[src/rtl/fifo_pkg.sv]
// Shared definitions for the FIFO read path: default widths, the burst
// reader state encoding and a small occupancy helper.
package fifo_pkg;

  localparam int DW_DEF = 8;
  localparam int LW_DEF = 8;

  typedef enum logic [1:0] {
    ST_IDLE  = 2'd0,
    ST_RUN   = 2'd1,
    ST_DRAIN = 2'd2
  } state_t;

  // Bytes that will still sit in the output buffer once this cycle's
  // outgoing byte has left and the byte already in flight has landed.
  function automatic logic [2:0] effOccupancy(input logic [1:0] occ,
                                              input logic       pop,
                                              input logic       inFlight);
    return {1'b0, occ} - {2'b00, pop} + {2'b00, inFlight};
  endfunction

endpackage

[src/rtl/fifo_reader_skid_buf2.sv]
// Two-entry output buffer between the FIFO read port and the output stream.
// Entries are kept in arrival order; the oldest one is always presented.
module skid_buf2
  import fifo_pkg::*;
#(
  parameter int DW = DW_DEF
) (
  input  logic          i_clock,
  input  logic          i_reset,
  input  logic          i_wrEn,
  input  logic [DW-1:0] i_wrData,
  input  logic          i_rdEn,
  output logic [DW-1:0] o_rdData,
  output logic          o_valid,
  output logic [1:0]    o_count
);

  logic [DW-1:0] r_mem [0:1];
  logic          r_wrPtr;
  logic          r_rdPtr;
  logic [1:0]    r_count;
  logic          w_pop;

  assign w_pop = i_rdEn && (r_count != 2'd0);

  // Capture incoming bytes into the slot the write pointer selects.
  always_ff @(posedge i_clock or posedge i_reset) begin
    if (i_reset) begin
      r_mem[0] <= '0;
      r_mem[1] <= '0;
    end else if (i_wrEn) begin
      r_mem[r_wrPtr] <= i_wrData;
    end
  end

  // Single-bit pointers wrap modulo 2; count tracks stored bytes.
  always_ff @(posedge i_clock or posedge i_reset) begin
    if (i_reset) begin
      r_wrPtr <= 1'b0;
      r_rdPtr <= 1'b0;
      r_count <= 2'd0;
    end else begin
      if (i_wrEn) begin
        r_wrPtr <= r_wrPtr + 1'b1;
      end
      if (w_pop) begin
        r_rdPtr <= r_rdPtr + 1'b1;
      end
      case ({i_wrEn, w_pop})
        2'b10:   r_count <= r_count + 2'd1;
        2'b01:   r_count <= r_count - 2'd1;
        default: r_count <= r_count;
      endcase
    end
  end

  assign o_rdData = r_mem[r_rdPtr];
  assign o_valid  = (r_count != 2'd0);
  assign o_count  = r_count;

endmodule

[src/rtl/fifo_reader.sv]
// Burst reader: pulls LEN bytes out of a FIFO with a one-cycle read latency
// and streams them out through a two-entry buffer with valid/ready.
module fifo_reader
  import fifo_pkg::*;
#(
  parameter int DW = DW_DEF,
  parameter int LW = LW_DEF
) (
  input  logic          CLK,
  input  logic          RSTn,
  input  logic          START,
  input  logic [LW-1:0] LEN,
  input  logic          EMPTY,
  output logic          REN,
  input  logic [DW-1:0] RDATA,
  output logic [DW-1:0] M_DATA,
  output logic          M_VALID,
  input  logic          M_READY,
  output logic          M_LAST,
  output logic          BUSY,
  output logic          DONE
);

  localparam logic [LW:0] CNT_ONE = (LW+1)'(1);

  state_t        r_state;
  state_t        w_nextState;
  logic [LW:0]   r_rdRemain;
  logic [LW:0]   r_outRemain;
  logic          r_inFlight;
  logic          r_done;

  logic [LW:0]   w_lenFull;
  logic          w_bufValid;
  logic [DW-1:0] w_bufData;
  logic [1:0]    w_occ;
  logic          w_pop;
  logic          w_lastHs;
  logic [2:0]    w_effOcc;
  logic          w_ren;
  logic          w_finalRen;

  // A zero length stands for the full 2^LW byte burst.
  assign w_lenFull = (LEN == '0) ? {1'b1, {LW{1'b0}}} : {1'b0, LEN};

  assign w_pop    = w_bufValid && M_READY;
  assign w_lastHs = w_pop && (r_outRemain == CNT_ONE);

  // Counting the byte leaving this cycle lets reads keep pace with a
  // continuously ready consumer while never overfilling the buffer.
  assign w_effOcc   = effOccupancy(w_occ, w_pop, r_inFlight);
  assign w_ren      = (r_state == ST_RUN) && !EMPTY &&
                      (r_rdRemain != '0) && (w_effOcc < 3'd2);
  assign w_finalRen = w_ren && (r_rdRemain == CNT_ONE);

  // State register.
  always_ff @(posedge CLK or posedge RSTn) begin
    if (RSTn) begin
      r_state <= ST_IDLE;
    end else begin
      r_state <= w_nextState;
    end
  end

  // Next-state selection: accept a burst, stop reading, then wait for the last byte.
  always_comb begin
    w_nextState = r_state;
    unique case (r_state)
      ST_IDLE:  if (START)      w_nextState = ST_RUN;
      ST_RUN:   if (w_finalRen) w_nextState = ST_DRAIN;
      ST_DRAIN: if (w_lastHs)   w_nextState = ST_IDLE;
      default:                  w_nextState = ST_IDLE;
    endcase
  end

  // Burst counters: loaded on acceptance, START is ignored once busy.
  always_ff @(posedge CLK or posedge RSTn) begin
    if (RSTn) begin
      r_rdRemain  <= '0;
      r_outRemain <= '0;
    end else if ((r_state == ST_IDLE) && START) begin
      r_rdRemain  <= w_lenFull;
      r_outRemain <= w_lenFull;
    end else begin
      if (w_ren) begin
        r_rdRemain <= r_rdRemain - CNT_ONE;
      end
      if (w_pop && (r_outRemain != '0)) begin
        r_outRemain <= r_outRemain - CNT_ONE;
      end
    end
  end

  // Remember reads in flight so their data is captured next cycle, and pulse DONE.
  always_ff @(posedge CLK or posedge RSTn) begin
    if (RSTn) begin
      r_inFlight <= 1'b0;
      r_done     <= 1'b0;
    end else begin
      r_inFlight <= w_ren;
      r_done     <= (r_state == ST_DRAIN) && w_lastHs;
    end
  end

  skid_buf2 #(
    .DW (DW)
  ) u_skidBuf (
    .i_clock  (CLK),
    .i_reset  (RSTn),
    .i_wrEn   (r_inFlight),
    .i_wrData (RDATA),
    .i_rdEn   (M_READY),
    .o_rdData (w_bufData),
    .o_valid  (w_bufValid),
    .o_count  (w_occ)
  );

  assign REN     = w_ren;
  assign M_DATA  = w_bufData;
  assign M_VALID = w_bufValid;
  assign M_LAST  = w_bufValid && (r_outRemain == CNT_ONE);
  assign BUSY    = (r_state != ST_IDLE);
  assign DONE    = r_done;

endmodule

[config.mk]
export PLATFORM = sky130hd
export DESIGN_NAME = fifo_reader
export DESIGN_NICKNAME = d
export VERILOG_FILES = /design/src/rtl/fifo_pkg.sv /design/src/rtl/fifo_reader_skid_buf2.sv /design/src/rtl/fifo_reader.sv
export SDC_FILE = /design/constraint.sdc
export NUM_CORES = 1
export LEC_CHECK = 0
export ABC_AREA = 1
export CORE_UTILIZATION = 55
export CTS_CLUSTER_SIZE = 24
export DETAILED_ROUTE_END_ITERATION = 10
export GPL_TIMING_DRIVEN = 0
export PLACE_DENSITY = 0.8
export SYNTH_ARGS = -nofsm -noshare
export SYNTH_HDL_FRONTEND = slang
export SYNTH_SLANG_ARGS = --single-unit
[constraint.sdc]
create_clock -name CLK -period 3.31 [get_ports CLK]
set_input_delay 0.662 -clock CLK [delete_from_list [all_inputs] [get_ports CLK]]
set_output_delay 0.662 -clock CLK [all_outputs]
set_load 0.01 [all_outputs]
==> results.sh <==
export IMPL_clock_sinks=42
export IMPL_insertedDiodeCount=0
export IMPL_tightest_slew_ns=0.8798
export IMPL_fin_crit_sh=0.9462
export IMPL_totalPowerFinal_mw=2.944
export IMPL_dieWidth_um=68.78
export IMPL_required_ns=2.65
export IMPL_p_leak_nw=1.499
export IMPL_drive_gt1_frac=0.1671
export IMPL_startpoint_type="register"
export IMPL_report_final_slew_viol_count=0
export IMPL_rows=23
export IMPL_crit_path_start="u_skidBuf.o_count[1]$_DFFE_PP0P_"
export IMPL_layout_nets=397
export IMPL_synth_area_top_cells="dfrtp_1, nand2_1, nand3_1"
export IMPL_cts_buffers=5
export IMPL_layout_min_cycle_time_ns=3.132
export IMPL_fin_cells=421
export IMPL_cts_tree="built"
export IMPL_die_h_um=68.78
export IMPL_cp_endpoint="REN"
export IMPL_pre_cts_slack_ns=-0.7512
export IMPL_cts_buffer_depth=2
export IMPL_drc=0
export IMPL_yosysWarnings=0
export IMPL_multiInputGateArea_mm2=0.001197
export IMPL_fin_hold_ws_ns=0.4912
export IMPL_grt_pass1_wl_um=8804
export IMPL_seq_area_mm2=0.001052
export IMPL_r2r_setup_slack_ns=0.92
export IMPL_status="finished clean"
export IMPL_core_area_mm2=0.004144
export IMPL_hold_violations=0
export IMPL_final_common_cell="nand2_1"
export IMPL_synth_area_per_cell_um2=7.500
export IMPL_worstSkewPairLatency_ns=0.30
export IMPL_start_util=0.5918
export IMPL_htreeDepth=2
export IMPL_die_area_mm2=0.004730
export IMPL_gp_congestion=0.9132
export IMPL_holdBufCountCts=0
export IMPL_mostFrequentLayoutCells="nand2_1, dfrtp_1, inv_1"
export IMPL_syn_inst=327
export IMPL_drt_initial_drc_count=178
export IMPL_grt_overflow_total=0
export IMPL_routed_via_density=5.088
export IMPL_io_buffer_count=33
export IMPL_syn_nets=354
export IMPL_fin_area_mm2=0.002975
export IMPL_ys_seq_elements=42
export IMPL_via_count=2142
export IMPL_cap_violations=0
export IMPL_dp_hpwl_um=3862
export IMPL_clk_pin_slew_ns=0.08
export IMPL_worst_ep_arrival_time_ns=2.47
export IMPL_crit_type="register to output pin"
export IMPL_dr_pass1_iters=4
export IMPL_powerDensity_mw_per_mm2=989.5
export IMPL_fillCellCount=344
export IMPL_first_global_vias=1975
export IMPL_synth_distinct_cells=29
export IMPL_synth_area_mm2=0.002452
export IMPL_grt_usage=0.2576
export IMPL_yosysTopAreaCellShare=0.4286
export IMPL_grt_max_degree=43
export IMPL_cp_max_fo=6
export IMPL_final_util=0.7180
export IMPL_wl_per_cell_um=12.49
export IMPL_root_buffer="clkbuf_8"
export IMPL_place_area_mm2=0.002845
export IMPL_drt_wl_total_um=5259
export IMPL_setup_viol=0
export IMPL_areaGrowthSynthToFinish_pct=21.33
export IMPL_hold_class="register to register"
export IMPL_r2r_end="r_rdRemain[1]$_DFFE_PP0P_"
export IMPL_antenna_found_initial=0
export IMPL_r2r_cells=14
export IMPL_ys_seq_area_frac=0.4286
export IMPL_rr_startpoint="u_skidBuf.o_count[1]$_DFFE_PP0P_"
export IMPL_slew_headroom=0.4126
export IMPL_synth_top_area_cell="dfrtp_1"
export IMPL_peakVddDrop_mv=0.4618
export IMPL_ioPinCount=34
export IMPL_setup_ws_ns=0.1781
export IMPL_dp_cells=410
export IMPL_fin_skew_ns=0.005711
export IMPL_fin_setup_tns_ns=0
export IMPL_fmax_mhz=319.3
export IMPL_crit_path_end_kind="output pin"
export IMPL_drtAntennaViolNets=0
export IMPL_rsz0062_at_grt="false"
==> routing by layer <==
| layer | global-route usage | share of wire | routed length, um | up-vias |
|---|---|---|---|---|
| met5 | 0 | 0 | 0 | - |
| met3 | 0.04112 | 0.043 | 228 | 7 |
| met4 | 0.09184 | 0.016 | 85 | 0 |
| li1 | - | - | - | 1114 |
| met1 | 0.3323 | 0.46 | 2422 | 967 |
| met2 | 0.4363 | 0.48 | 2523 | 54 |
==> synthesized netlist by cell type <==
cell type and count:
nand2_1 98, dfrtp_1 42, inv_1 35, nand3_1 27, nor2_1 25, o21ai_1 22
nand2_2 11, inv_2 10, o21ai_0 9, mux2_2 8, buf_2 5, ha_1 5
o21ai_2 4, a21oi_1 3, nor3_1 3, xor2_1 3, clkbuf_1 2, nand3_2 2
nor2_2 2, nor2_4 2, buf_6 1, clkinv_1 1, fa_1 1, nand4_1 1
nor3_2 1, nor4_1 1, o21bai_1 1, or2_1 1, xnor2_1 1
==> sequential cells by signal, indices dropped and copies added, names as in the netlist <==
name	flops
DONE	1
r_inFlight	1
r_outRemain	9
r_rdRemain	9
r_state	2
u_skidBuf.o_count	2
u_skidBuf.r_mem	16
u_skidBuf.r_rdPtr	1
u_skidBuf.r_wrPtr	1
==> where the power goes <==
group | total, mW | switching, mW | internal, mW | leakage (nW)
clock | 0.354 | 0.187 | 0.168 | 0.0472
combinational | 1.67 | 0.942 | 0.727 | 0.929
sequential | 0.920 | 0.170 | 0.750 | 0.522
==> final cells by class <==
class | count | share of cell area
Tap cell | 50 | 0.02103
Multi-Input combinational cell | 231 | 0.4024
Buffer | 8 | 0.01472
Timing Repair Buffer | 36 | 0.1173
Sequential cell | 42 | 0.3537
Clock buffer | 6 | 0.02775
Clock inverter | 2 | 0.004205
Inverter | 46 | 0.05887
==> critical path, stage by stage (launching register included) <==
cell and delay, ns:
dfrtp_2 0.40, inv_2 0.05, nand2_2 0.10, nand2_4 0.09, nor2_4 0.10, o21bai_1 0.15, nand2_1 0.10, fa_1 0.50
nand2_1 0.06, nor3_2 0.21, nand2_2 0.11, inv_4 0.09, clkdlybuf4s15_2 0.22
==> repair_timing <==
action                                  in CTS  in global routing
setup buffers                                1                  2
endpoints found under the setup margin       1                  1
pin swaps                                    2                  1
hold endpoints to repair                     0                  0
resized for setup                            5                  6
==> cell families (layout without fill, tap and decap cells) <==
logic type / after synthesis / in the layout / share of synthesized area
simple gates: 174 / 174 / 0.3117
buf+inv: 54 / 98 / 0.08827
flops: 42 / 42 / 0.4286
compound gates: 39 / 39 / 0.08673
mux: 8 / 8 / 0.03674
fa+ha+maj: 6 / 6 / 0.03367
xor+xnor: 4 / 4 / 0.01429
==> worst min-delay path by stage <==
stage / slack, ns / cells past startpoint / start / endpoint
final: 0.49 / 1 / r_state[0]$_DFFE_PP0P_ / DONE$_DFF_PP0_
after global routing: 0.52 / 1 / u_skidBuf.o_count[1]$_DFFE_PP0P_ / u_skidBuf.o_count[1]$_DFFE_PP0P_
after CTS: 0.49 / 2 / u_skidBuf.r_mem[5]$_DFFE_PP0P_ / u_skidBuf.r_mem[5]$_DFFE_PP0P_
after detailed placement: 0.47 / 2 / u_skidBuf.r_mem[5]$_DFFE_PP0P_ / u_skidBuf.r_mem[5]$_DFFE_PP0P_
after global placement: 0.47 / 1 / r_state[0]$_DFFE_PP0P_ / DONE$_DFF_PP0_
after floorplan: 0.45 / 1 / r_state[0]$_DFFE_PP0P_ / DONE$_DFF_PP0_
No activity file was read; power rests on OpenSTA's default activity.
